### config.mk
export PLATFORM = sky130hd
export DESIGN_NAME = router_port_arbiter_flat
export DESIGN_NICKNAME = d
export VERILOG_FILES = /design/src/rtl/router_port_arbiter_pkg.sv /design/src/rtl/router_port_arbiter_if.sv /design/src/rtl/router_port_arbiter_rr_pick.sv /design/src/rtl/router_port_arbiter.sv /design/src/flat_wrapper.sv
export SDC_FILE = /design/constraint.sdc
export NUM_CORES = 1
export LEC_CHECK = 0
export BUFFER_PORTS_ARGS = -buffer_cell sky130_fd_sc_hd__buf_2
export CAP_MARGIN = 20
export CORE_ASPECT_RATIO = 2
export CORE_UTILIZATION = 40
export CTS_CLUSTER_SIZE = 24
export DETAILED_ROUTE_END_ITERATION = 16
export PLACE_DENSITY = 0.7
export SYNTH_ARGS = -nofsm -noshare
export SYNTH_HDL_FRONTEND = slang
export SYNTH_SLANG_ARGS = --single-unit
### constraint.sdc
create_clock -name clk -period 4.1 [get_ports clk]
set_input_delay 0.41 -clock clk [delete_from_list [all_inputs] [get_ports clk]]
set_output_delay 0.41 -clock clk [all_outputs]
set_load 0.05 [all_outputs]
### src/rtl/router_port_arbiter_pkg.sv
// Shared NoC arbiter definitions: default sizes, FSM state encoding and port numbering.
package noc_arb_pkg;
  localparam int NREQ_DEF = 5;
  localparam int DW_DEF   = 8;
  localparam int PIDX_W   = $clog2(NREQ_DEF);

  typedef enum logic {IDLE = 1'b0, LOCKED = 1'b1} arb_state_e;
  typedef logic [PIDX_W-1:0] port_idx_t;

  localparam port_idx_t DIR_00    = 3'd0;
  localparam port_idx_t DIR_01    = 3'd1;
  localparam port_idx_t DIR_10    = 3'd2;
  localparam port_idx_t DIR_11    = 3'd3;
  localparam port_idx_t PORT_CORE = 3'd4;

  // Modulo-n increment; n need not be a power of two.
  function automatic int wrap_inc(input int idx, input int n);
    return (idx + 1 >= n) ? 0 : idx + 1;
  endfunction
endpackage

### src/rtl/router_port_arbiter_if.sv
// Flit bus between NREQ requesters and one output: per-requester flit inputs, single registered output.
interface router_port_arbiter_if import noc_arb_pkg::*; #(
  parameter int NREQ = NREQ_DEF,
  parameter int DW   = DW_DEF
);
  localparam int IW = (NREQ > 1) ? $clog2(NREQ) : 1;

  logic [NREQ-1:0]    in_valid;
  logic [NREQ*DW-1:0] in_data;
  logic [NREQ-1:0]    in_last;
  logic [NREQ-1:0]    in_ready;
  logic               out_valid;
  logic [DW-1:0]      out_data;
  logic               out_last;
  logic               out_ready;
  logic [IW-1:0]      grant_id;
  logic               busy;

  modport slave (
    input  in_valid, in_data, in_last, out_ready,
    output in_ready, out_valid, out_data, out_last, grant_id, busy
  );

  modport master (
    output in_valid, in_data, in_last, out_ready,
    input  in_ready, out_valid, out_data, out_last, grant_id, busy
  );
endinterface

### src/rtl/router_port_arbiter_rr_pick.sv
// Cyclic first-one finder: lowest set request at or above i_ptr, wrapping at NREQ.
module rr_pick import noc_arb_pkg::*; #(
  parameter int NREQ = NREQ_DEF,
  localparam int IW  = (NREQ > 1) ? $clog2(NREQ) : 1
) (
  input  logic [NREQ-1:0] i_req,
  input  logic [IW-1:0]   i_ptr,
  output logic            o_found,
  output logic [IW-1:0]   o_idx
);
  always_comb begin
    int j;
    j       = 0;
    o_found = 1'b0;
    o_idx   = '0;
    for (int k = 0; k < NREQ; k++) begin
      j = int'(i_ptr) + k;
      if (j >= NREQ) j = j - NREQ;
      if (!o_found && i_req[j]) begin
        o_found = 1'b1;
        o_idx   = IW'(j);
      end
    end
  end
endmodule

### src/rtl/router_port_arbiter.sv
// Packet-locked round-robin arbiter: one owner holds the output until its tail flit is accepted.
module router_port_arbiter import noc_arb_pkg::*; #(
  parameter int NREQ = NREQ_DEF,
  parameter int DW   = DW_DEF
) (
  input  logic clk,
  input  logic rst_n,
  router_port_arbiter_if.slave bus
);
  localparam int IW = (NREQ > 1) ? $clog2(NREQ) : 1;

  arb_state_e      r_state;
  logic [IW-1:0]   r_owner;
  logic [IW-1:0]   r_rr_ptr;
  logic            r_out_valid;
  logic [DW-1:0]   r_out_data;
  logic            r_out_last;

  logic            w_found;
  logic [IW-1:0]   w_pick;
  logic            w_out_free;
  logic            w_acc;
  logic [DW-1:0]   w_own_data;
  logic            w_own_last;
  logic [NREQ-1:0] w_in_ready;

  rr_pick #(.NREQ(NREQ)) u_pick (
    .i_req   (bus.in_valid),
    .i_ptr   (r_rr_ptr),
    .o_found (w_found),
    .o_idx   (w_pick)
  );

  // Output slot is free when empty or draining this cycle: full throughput.
  assign w_out_free = !r_out_valid || bus.out_ready;
  assign w_acc      = (r_state == LOCKED) && bus.in_valid[r_owner] && w_out_free;
  assign w_own_data = bus.in_data[r_owner*DW +: DW];
  assign w_own_last = bus.in_last[r_owner];

  always_comb begin
    w_in_ready = '0;
    if (r_state == LOCKED && w_out_free) w_in_ready[r_owner] = 1'b1;
  end

  always_ff @(posedge clk or negedge rst_n) begin
    if (!rst_n) begin
      r_state     <= IDLE;
      r_owner     <= '0;
      r_rr_ptr    <= '0;
      r_out_valid <= 1'b0;
      r_out_data  <= '0;
      r_out_last  <= 1'b0;
    end else begin
      if (w_acc) begin
        r_out_valid <= 1'b1;
        r_out_data  <= w_own_data;
        r_out_last  <= w_own_last;
      end else if (bus.out_ready) begin
        r_out_valid <= 1'b0;
      end
      case (r_state)
        IDLE: if (w_found) begin
          r_owner <= w_pick;
          r_state <= LOCKED;
        end
        // An idle owner keeps the lock indefinitely; no timeout.
        LOCKED: if (w_acc && w_own_last) begin
          r_rr_ptr <= IW'(wrap_inc(int'(r_owner), NREQ));
          r_state  <= IDLE;
        end
      endcase
    end
  end

  assign bus.in_ready  = w_in_ready;
  assign bus.out_valid = r_out_valid;
  assign bus.out_data  = r_out_data;
  assign bus.out_last  = r_out_last;
  assign bus.grant_id  = r_owner;
  assign bus.busy      = (r_state == LOCKED);
endmodule

### src/flat_wrapper.sv
// flat-port wrapper written by rule: the top's interface ports become plain ports
module router_port_arbiter_flat import noc_arb_pkg::*;
#(
  parameter int NREQ = NREQ_DEF,
  parameter int DW   = DW_DEF
)
  (clk, rst_n, bus_in_valid, bus_in_data, bus_in_last, bus_out_ready, bus_in_ready, bus_out_valid, bus_out_data, bus_out_last, bus_grant_id, bus_busy);
  router_port_arbiter_if #(.NREQ(NREQ), .DW(DW)) bus_i ();
  input  logic clk;
  input  logic rst_n;
  input wire logic [$bits(bus_i.in_valid)-1:0] bus_in_valid;
  input wire logic [$bits(bus_i.in_data)-1:0] bus_in_data;
  input wire logic [$bits(bus_i.in_last)-1:0] bus_in_last;
  input wire logic [$bits(bus_i.out_ready)-1:0] bus_out_ready;
  output wire logic [$bits(bus_i.in_ready)-1:0] bus_in_ready;
  output wire logic [$bits(bus_i.out_valid)-1:0] bus_out_valid;
  output wire logic [$bits(bus_i.out_data)-1:0] bus_out_data;
  output wire logic [$bits(bus_i.out_last)-1:0] bus_out_last;
  output wire logic [$bits(bus_i.grant_id)-1:0] bus_grant_id;
  output wire logic [$bits(bus_i.busy)-1:0] bus_busy;
  assign bus_i.in_valid = bus_in_valid;
  assign bus_i.in_data = bus_in_data;
  assign bus_i.in_last = bus_in_last;
  assign bus_i.out_ready = bus_out_ready;
  assign bus_in_ready = bus_i.in_ready;
  assign bus_out_valid = bus_i.out_valid;
  assign bus_out_data = bus_i.out_data;
  assign bus_out_last = bus_i.out_last;
  assign bus_grant_id = bus_i.grant_id;
  assign bus_busy = bus_i.busy;
  router_port_arbiter #(.NREQ(NREQ), .DW(DW)) u_core (.clk(clk), .rst_n(rst_n), .bus(bus_i));
endmodule
==> flow_metrics.env, run 1 <==
export IMPL_status="finished, final reports clean"
export IMPL_syn_to_final_growth_pct=19.32
export IMPL_fin_crit_sh_pct=79.36
export IMPL_die_h_um=107.7
export IMPL_grt_max_degree=31
export IMPL_seq_area_frac_synth_pct=19.04
export IMPL_period_needed_ns=3.254
export IMPL_ys_top_cells_by_count="nor2_1, a21oi_1, dfrtp_1, nand2_1, ha_1"
export IMPL_clkTransAtPathRegs_ns=0.06
export IMPL_rows=38
export IMPL_root_buffer="clkbuf_8"
export IMPL_synth_main_ff_cell="dfrtp_1"
export IMPL_path_delay_family="compound AO/OA/AOI/OAI gates"
export IMPL_cp_slowest_cell="nor3_2"
export IMPL_syn_nets=315
export IMPL_routedWlPerCell_um=17.94
export IMPL_ys_types=67
export IMPL_synthTopCellsByArea="dfrtp_1, mux4_2, ha_1, mux2i_1, a21oi_1"
export IMPL_path_cells="inv_1 > ha_1 > inv_1 > ha_1 > o31a_1 > o22ai_2 > mux2i_1 > nor3_1 > nor3_2 > a31oi_4 > mux2i_1 > a31oi_1"
export IMPL_setup_ws_ns=0.8462
export IMPL_grt_pass1_wl_mm=10.18
export IMPL_start_util_pct=41.23
export IMPL_cts_tree="built"
export IMPL_ir_drop_mv=0.5299
export IMPL_worst_setup_path_type="flop to flop"
export IMPL_cts_buffer_depth=2
export IMPL_portBuffers=71
export IMPL_r2r_slack_ns=0.85
export IMPL_critPathMaxFanout=11
export IMPL_syn_cell_area_mm2=0.002235
export IMPL_fin_nets=381
export IMPL_synth_xor_area_share_pct=1.568
export IMPL_cts_resized=0
export IMPL_yosys_cell_count_top_type="nor2_1"
export IMPL_drtAntennaViolNets=0
export IMPL_synth_mux_area_share_pct=16.57
export IMPL_placed_cell_area_mm2=0.002621
export IMPL_slew_headroom_pct=46.35
export IMPL_fin_setup_tns_ns=0
export IMPL_clkLatencyLatePin_ns=0.26
export IMPL_antenna_found_initial=0
export IMPL_drv_slew=0
export IMPL_yosys_area_top_type="dfrtp_1"
export IMPL_fp_dieW_um=54.85
export IMPL_totalWireLength_mm=6.675
export IMPL_setup_viol=0
export IMPL_fin_util_pct=49.19
export IMPL_drive_above_1_share_pct=34.62
export IMPL_coreArea_mm2=0.005420
export IMPL_finalWeightedCongestion=1.008
export IMPL_grt_overflow_total=0
export IMPL_yosys_area_share_simple_pct=20.32
export IMPL_grt_pass1_vias=2189
export IMPL_hp_class="input port to asynchronous set/reset pin"
export IMPL_syn_area_per_cell_um2=9.047
export IMPL_crit_path_start="u_core.r_rr_ptr[1]"
export IMPL_cap_violations=0
export IMPL_crit_buf_inv=2
export IMPL_synth_edf_count=0
export IMPL_required_ns=4.28
export IMPL_tightestPinTransition_ns=0.8048
export IMPL_yosys_warnings=0
export IMPL_drc=0
export IMPL_grt_usage_pct=23.70
export IMPL_power_density_mw_per_mm2=982.6
export IMPL_grt_setup_unrepaired="no"
export IMPL_crit_path_end_kind="flop"
export IMPL_dp_cells=368
export IMPL_synth_top_family_by_area="compound AO/OA/AOI/OAI gates"
export IMPL_vias_per_cell=6.118
export IMPL_htreeDepth=1
export IMPL_ys_async_sr_fraction_pct=100.0
export IMPL_rr_worst_depth=12
export IMPL_place_ws_ns=0.8481
export IMPL_critPathMaxStageDelay_ns=0.56
export IMPL_postLayoutCellArea_mm2=0.002666
export IMPL_worstPathArrival_ns=3.43
export IMPL_cts_sinks=17
export IMPL_syn_inst=247
export IMPL_crit_reg2reg_launch="u_core.r_rr_ptr[1]"
export IMPL_antennaDiodeCount=0
export IMPL_max_freq_mhz=307.3
export IMPL_pin_count=72
export IMPL_dp_hpwl_mm=5.354
export IMPL_critPathLaunchType="flop"
export IMPL_post_cts_buffers=0
export IMPL_cts_buffers=3
export IMPL_drt_iter0_drc=58
export IMPL_clock_skew_ns=0.004125
export IMPL_layoutNonFillerInstCount=372
export IMPL_vias=2276
export IMPL_ys_ff_latch=17
export IMPL_synth_compound_area_share_pct=28.11
export IMPL_timing_rr_end="u_core.bus.grant_id[0]"
export IMPL_synthAdderAreaFrac_pct=8.399
export IMPL_hold_violations=0
export IMPL_yosys_area_top_type_share_pct=19.04
export IMPL_dieArea_mm2=0.005907
export IMPL_first_pass_iters=4
export IMPL_holdBufCountCts=0
export IMPL_p_leak_uw=0.001208
==> cells by family after synthesis <==
logic type / after synthesis
compound gates: 80
xor+xnor: 4
fa+ha+maj: 15
buf+inv: 28
flops: 17
mux: 23
simple gates: 80
==> cells in the final DEF, fill, tap and decap left out, types with 2 or more instances in the layout <==
cell,instances
a2111o_1,2
nor3_1,4
nor2b_1,3
o31a_1,2
o22ai_1,3
a211oi_1,5
nor4_1,4
xnor2_1,3
mux4_2,11
nor3_2,2
buf_2,71
o211ai_1,2
dfrtp_1,17
nand2_1,17
nand3_1,4
mux2_2,2
a31oi_1,4
buf_4,6
and3b_1,2
nand4bb_1,2
nor2_1,24
a22oi_1,9
a211o_1,2
inv_1,11
a2111oi_4,2
a21oi_2,2
or4b_1,2
a21oi_1,18
clkbuf_8,3
nand2b_1,3
o21ai_0,8
mux2i_1,10
nand3b_1,2
ha_1,15
nor4bb_1,2
o311ai_0,3
==> cell type report <==
cell class | count | area (um2)
inverters | 12 | 45.04
repair buffers | 77 | 400.4
clock buffers | 4 | 45.04
fillers | 530 | 2754
well taps | 60 | 75.07
multi-input cells | 202 | 1675
flip-flops and latches | 17 | 425.4
==> routing by layer <==
layer / vias to the layer above / track usage, % / wire length, um
li1: 1079 / - / -
met5: - / 0 / 0
met1: 1048 / 22.23 / 2295
met4: 0 / 15.93 / 384
met3: 30 / 1.977 / 453
met2: 119 / 43.89 / 3541
==> state kept, by name, indices dropped and copies added, names as in the netlist <==
signal                cells
u_core.bus.out_data       8
u_core.bus.grant_id       3
u_core.r_rr_ptr           3
u_core.bus.out_last       1
u_core.bus.busy           1
u_core.bus.out_valid      1
==> worst max-delay path by stage <==
stage / end / slack, ns / depth (start not counted)
finish: u_core.bus.grant_id[0] / 0.85 / 12
global route: u_core.bus.grant_id[0] / 0.63 / 12
CTS: u_core.bus.grant_id[0] / 0.82 / 12
detailed placement: u_core.bus.grant_id[0] / 0.85 / 12
global placement: u_core.bus.grant_id[0] / 1.0 / 12
floorplan: bus_in_ready[1] / 0.67 / 4
==> metrics by stage <==
stage | hold WS, ns | total power (uW)
after floorplan | 0.1144 | 2064
after global placement | 0.3581 | 2445
after detailed placement | 0.3656 | 2492
after CTS | 0.08574 | 2625
after global routing | 0.09742 | 2837
final | 0.07456 | 2620
==> where the power goes <==
group	internal [uW]	total, uW	switching (uW)	leakage, uW
combinational	810	2140	1330	0.000986
clock	69.1	126	57.2	0.0000228
sequential	249	351	102	0.000200
(Power assumes the default switching activity.)
==> inputs of run 2 (changes only) <==
==> constraint.sdc (replaced) <==
create_clock -name clk -period 3.2 [get_ports clk]
set_input_delay 0.32 -clock clk [delete_from_list [all_inputs] [get_ports clk]]
set_output_delay 0.32 -clock clk [all_outputs]
set_load 0.05 [all_outputs]
==> flow_metrics.env, run 2 (same netlist as run 1, synthesis figures left out) <==
export IMPL_final_cell_mix="buf_2, nor2_1"
export IMPL_critPathMaxStageDelay_ns=0.52
export IMPL_finalWeightedCongestion=0.9984
export IMPL_critPathMaxFanout=14
export IMPL_required_ns=3.34
export IMPL_swShare_pct=55.87
export IMPL_drive_above_1_share_pct=37.35
export IMPL_drc=0
export IMPL_max_freq_mhz=339.5
export IMPL_crit_buf_inv=1
export IMPL_grt_pass1_wl_mm=10.70
export IMPL_fin_nets=393
export IMPL_root_buffer="clkbuf_8"
export IMPL_combPwrFrac_pct=83.4
export IMPL_worst_setup_path_type="flop to flop"
export IMPL_grt_setup_unrepaired="no"
export IMPL_die_h_um=107.7
export IMPL_drtAntennaViolNets=0
export IMPL_layoutNonFillerInstCount=384
export IMPL_dp_cells=379
export IMPL_drv_slew=0
export IMPL_timing_rr_end="u_core.bus.grant_id[0]"
export IMPL_status="finished, final reports clean"
export IMPL_power_frac_seq_pct=11.8
export IMPL_clkTransAtPathRegs_ns=0.06
export IMPL_rows=38
export IMPL_htreeDepth=1
export IMPL_clock_skew_ns=0.002157
export IMPL_vias_per_cell=6.076
export IMPL_dp_hpwl_mm=5.511
export IMPL_syn_to_final_growth_pct=23.74
export IMPL_cts_buffer_depth=2
export IMPL_crit_reg2reg_launch="u_core.r_rr_ptr[1]"
export IMPL_p_sw_uw=1970
export IMPL_path_cells="buf_4 > ha_2 > nor4bb_1 > a211oi_1 > or4b_1 > nand3_2 > nor3_4 > a31oi_4 > mux2i_1 > a31oi_1"
export IMPL_rr_worst_depth=10
export IMPL_critPathLaunchType="flop"
export IMPL_tightestPinTransition_ns=0.6490
export IMPL_antennaDiodeCount=0
export IMPL_hp_class="input port to flop"
export IMPL_crit_path_end_kind="flop"
export IMPL_hp_start="bus_out_ready"
export IMPL_pin_count=72
export IMPL_cts_sinks=17
export IMPL_vias=2333
export IMPL_totalWireLength_mm=6.936
export IMPL_p_leak_uw=0.001263
export IMPL_path_delay_family="simple AND/OR/NAND/NOR gates"
export IMPL_nFillCells=515
export IMPL_grt_max_degree=19
export IMPL_grt_usage_pct=25.36
export IMPL_hold_path_end="u_core.bus.out_valid"
export IMPL_fp_dieW_um=54.85
export IMPL_start_util_pct=41.23
export IMPL_largest_reg_flops=8
export IMPL_hold_violations=0
export IMPL_clockPowerShare_pct=4.8
export IMPL_slew_headroom_pct=56.19
export IMPL_whs_ns=0.3219
export IMPL_power_density_mw_per_mm2=1275
export IMPL_r2r_slack_ns=0.25
export IMPL_routedWlPerCell_um=18.06
export IMPL_setup_viol=0
export IMPL_cts_tree="built"
export IMPL_coreArea_mm2=0.005420
export IMPL_antenna_found_initial=0
export IMPL_grt_pass1_vias=2305
export IMPL_fin_crit_sh_pct=92.05
export IMPL_period_needed_ns=2.946
export IMPL_grt_overflow_total=0
export IMPL_cp_slowest_cell="or4b_1"
export IMPL_worstPathArrival_ns=3.09
export IMPL_portBuffers=71
export IMPL_cap_violations=0
export IMPL_layout_commonest_cell="buf_2"
export IMPL_p_int_uw=1555
export IMPL_cts_buffers=3
export IMPL_drt_iter0_drc=67
export IMPL_hold_path_depth=3
export IMPL_dieArea_mm2=0.005907
export IMPL_first_pass_iters=4
export IMPL_ir_drop_mv=0.9534
export IMPL_clkLatencyLatePin_ns=0.27
run 2: cell count changes in the layout (fill, tap and decap cells not counted), sizes merged:
cell         previous run  this run
buf                    77        88
dlygate4sd3             0         1
run 2: cell type report:
class	count	area [um2]	area share, %
inverter	12	45.04	1.629
multi-input combinational	202	1682	60.81
clock buffer	4	45.04	1.629
timing repair buffer	89	493.0	17.83
sequential	17	425.4	15.38
tap	60	75.07	2.715
run 2: worst max path at each step:
stage / startpoint / to / slack, ns / depth (start not counted)
after global routing: u_core.r_rr_ptr[1] / u_core.bus.grant_id[0] / 0.01 / 13
after detailed placement: u_core.r_rr_ptr[1] / u_core.bus.grant_id[0] / 0.18 / 10
final: u_core.r_rr_ptr[1] / u_core.bus.grant_id[0] / 0.25 / 10
after floorplan: u_core.bus.grant_id[0] / bus_in_ready[1] / -0.14 / 4
after global placement: u_core.r_rr_ptr[1] / u_core.bus.grant_id[0] / 0.22 / 10
after CTS: u_core.r_rr_ptr[1] / u_core.bus.grant_id[0] / 0.13 / 10
run 2: worst register-to-register path, delay by kind of cell (launching register included):
| family | cells | cell delay, ns |
|---|---|---|
| AND/OR/NAND/NOR | 4 | 0.87 |
| buffers and inverters | 1 | 0.22 |
| multiplexers | 1 | 0.23 |
| flip-flops | 1 | 0.35 |
| adder cells (fa/ha/maj) | 1 | 0.36 |
| AO/OA/AOI/OAI | 3 | 0.79 |
run 2: power groups by stage:
stage / Combinational [uW] / Clock, uW / Sequential, uW
finish: 2940 / 169 / 418
global route: 3190 / 184 / 433
CTS: 2930 / 173 / 414
detailed placement: 2920 / 0 / 417
global placement: 2870 / 0 / 413
floorplan: 1950 / 0 / 692
run 2: metal layers:
metal  global-route usage [%]  vias up  routed length (um)
li1                         -     1103                   -
met1                    22.90     1095                2349
met2                    45.35      110                3788
met3                    4.802       25                 435
met4                    18.86        0                 363
met5                        0        -                   0
run 2: repair_timing:
action	in CTS	in global routing
endpoints found under the setup margin	0	3
hold endpoints to repair	17	0
buffers inserted	0	0
resized for setup	0	2
hold buffers	1	0
run 2: through the flow:
step / instance area (um2) / setup WS, ns / util (%) / power (uW) / setup TNS, ns
after floorplan: 2235 / -0.1360 / - / 2645 / -0.2721
after global placement: 2704 / 0.2208 / 49.88 / 3285 / 0
after detailed placement: 2704 / 0.1763 / 49.88 / 3334 / 0
after CTS: 2759 / 0.1342 / 50.90 / 3514 / 0
after global routing: 2765 / 0.01410 / 51.02 / 3811 / 0
final: 2765 / 0.2543 / 51.02 / 3525 / 0
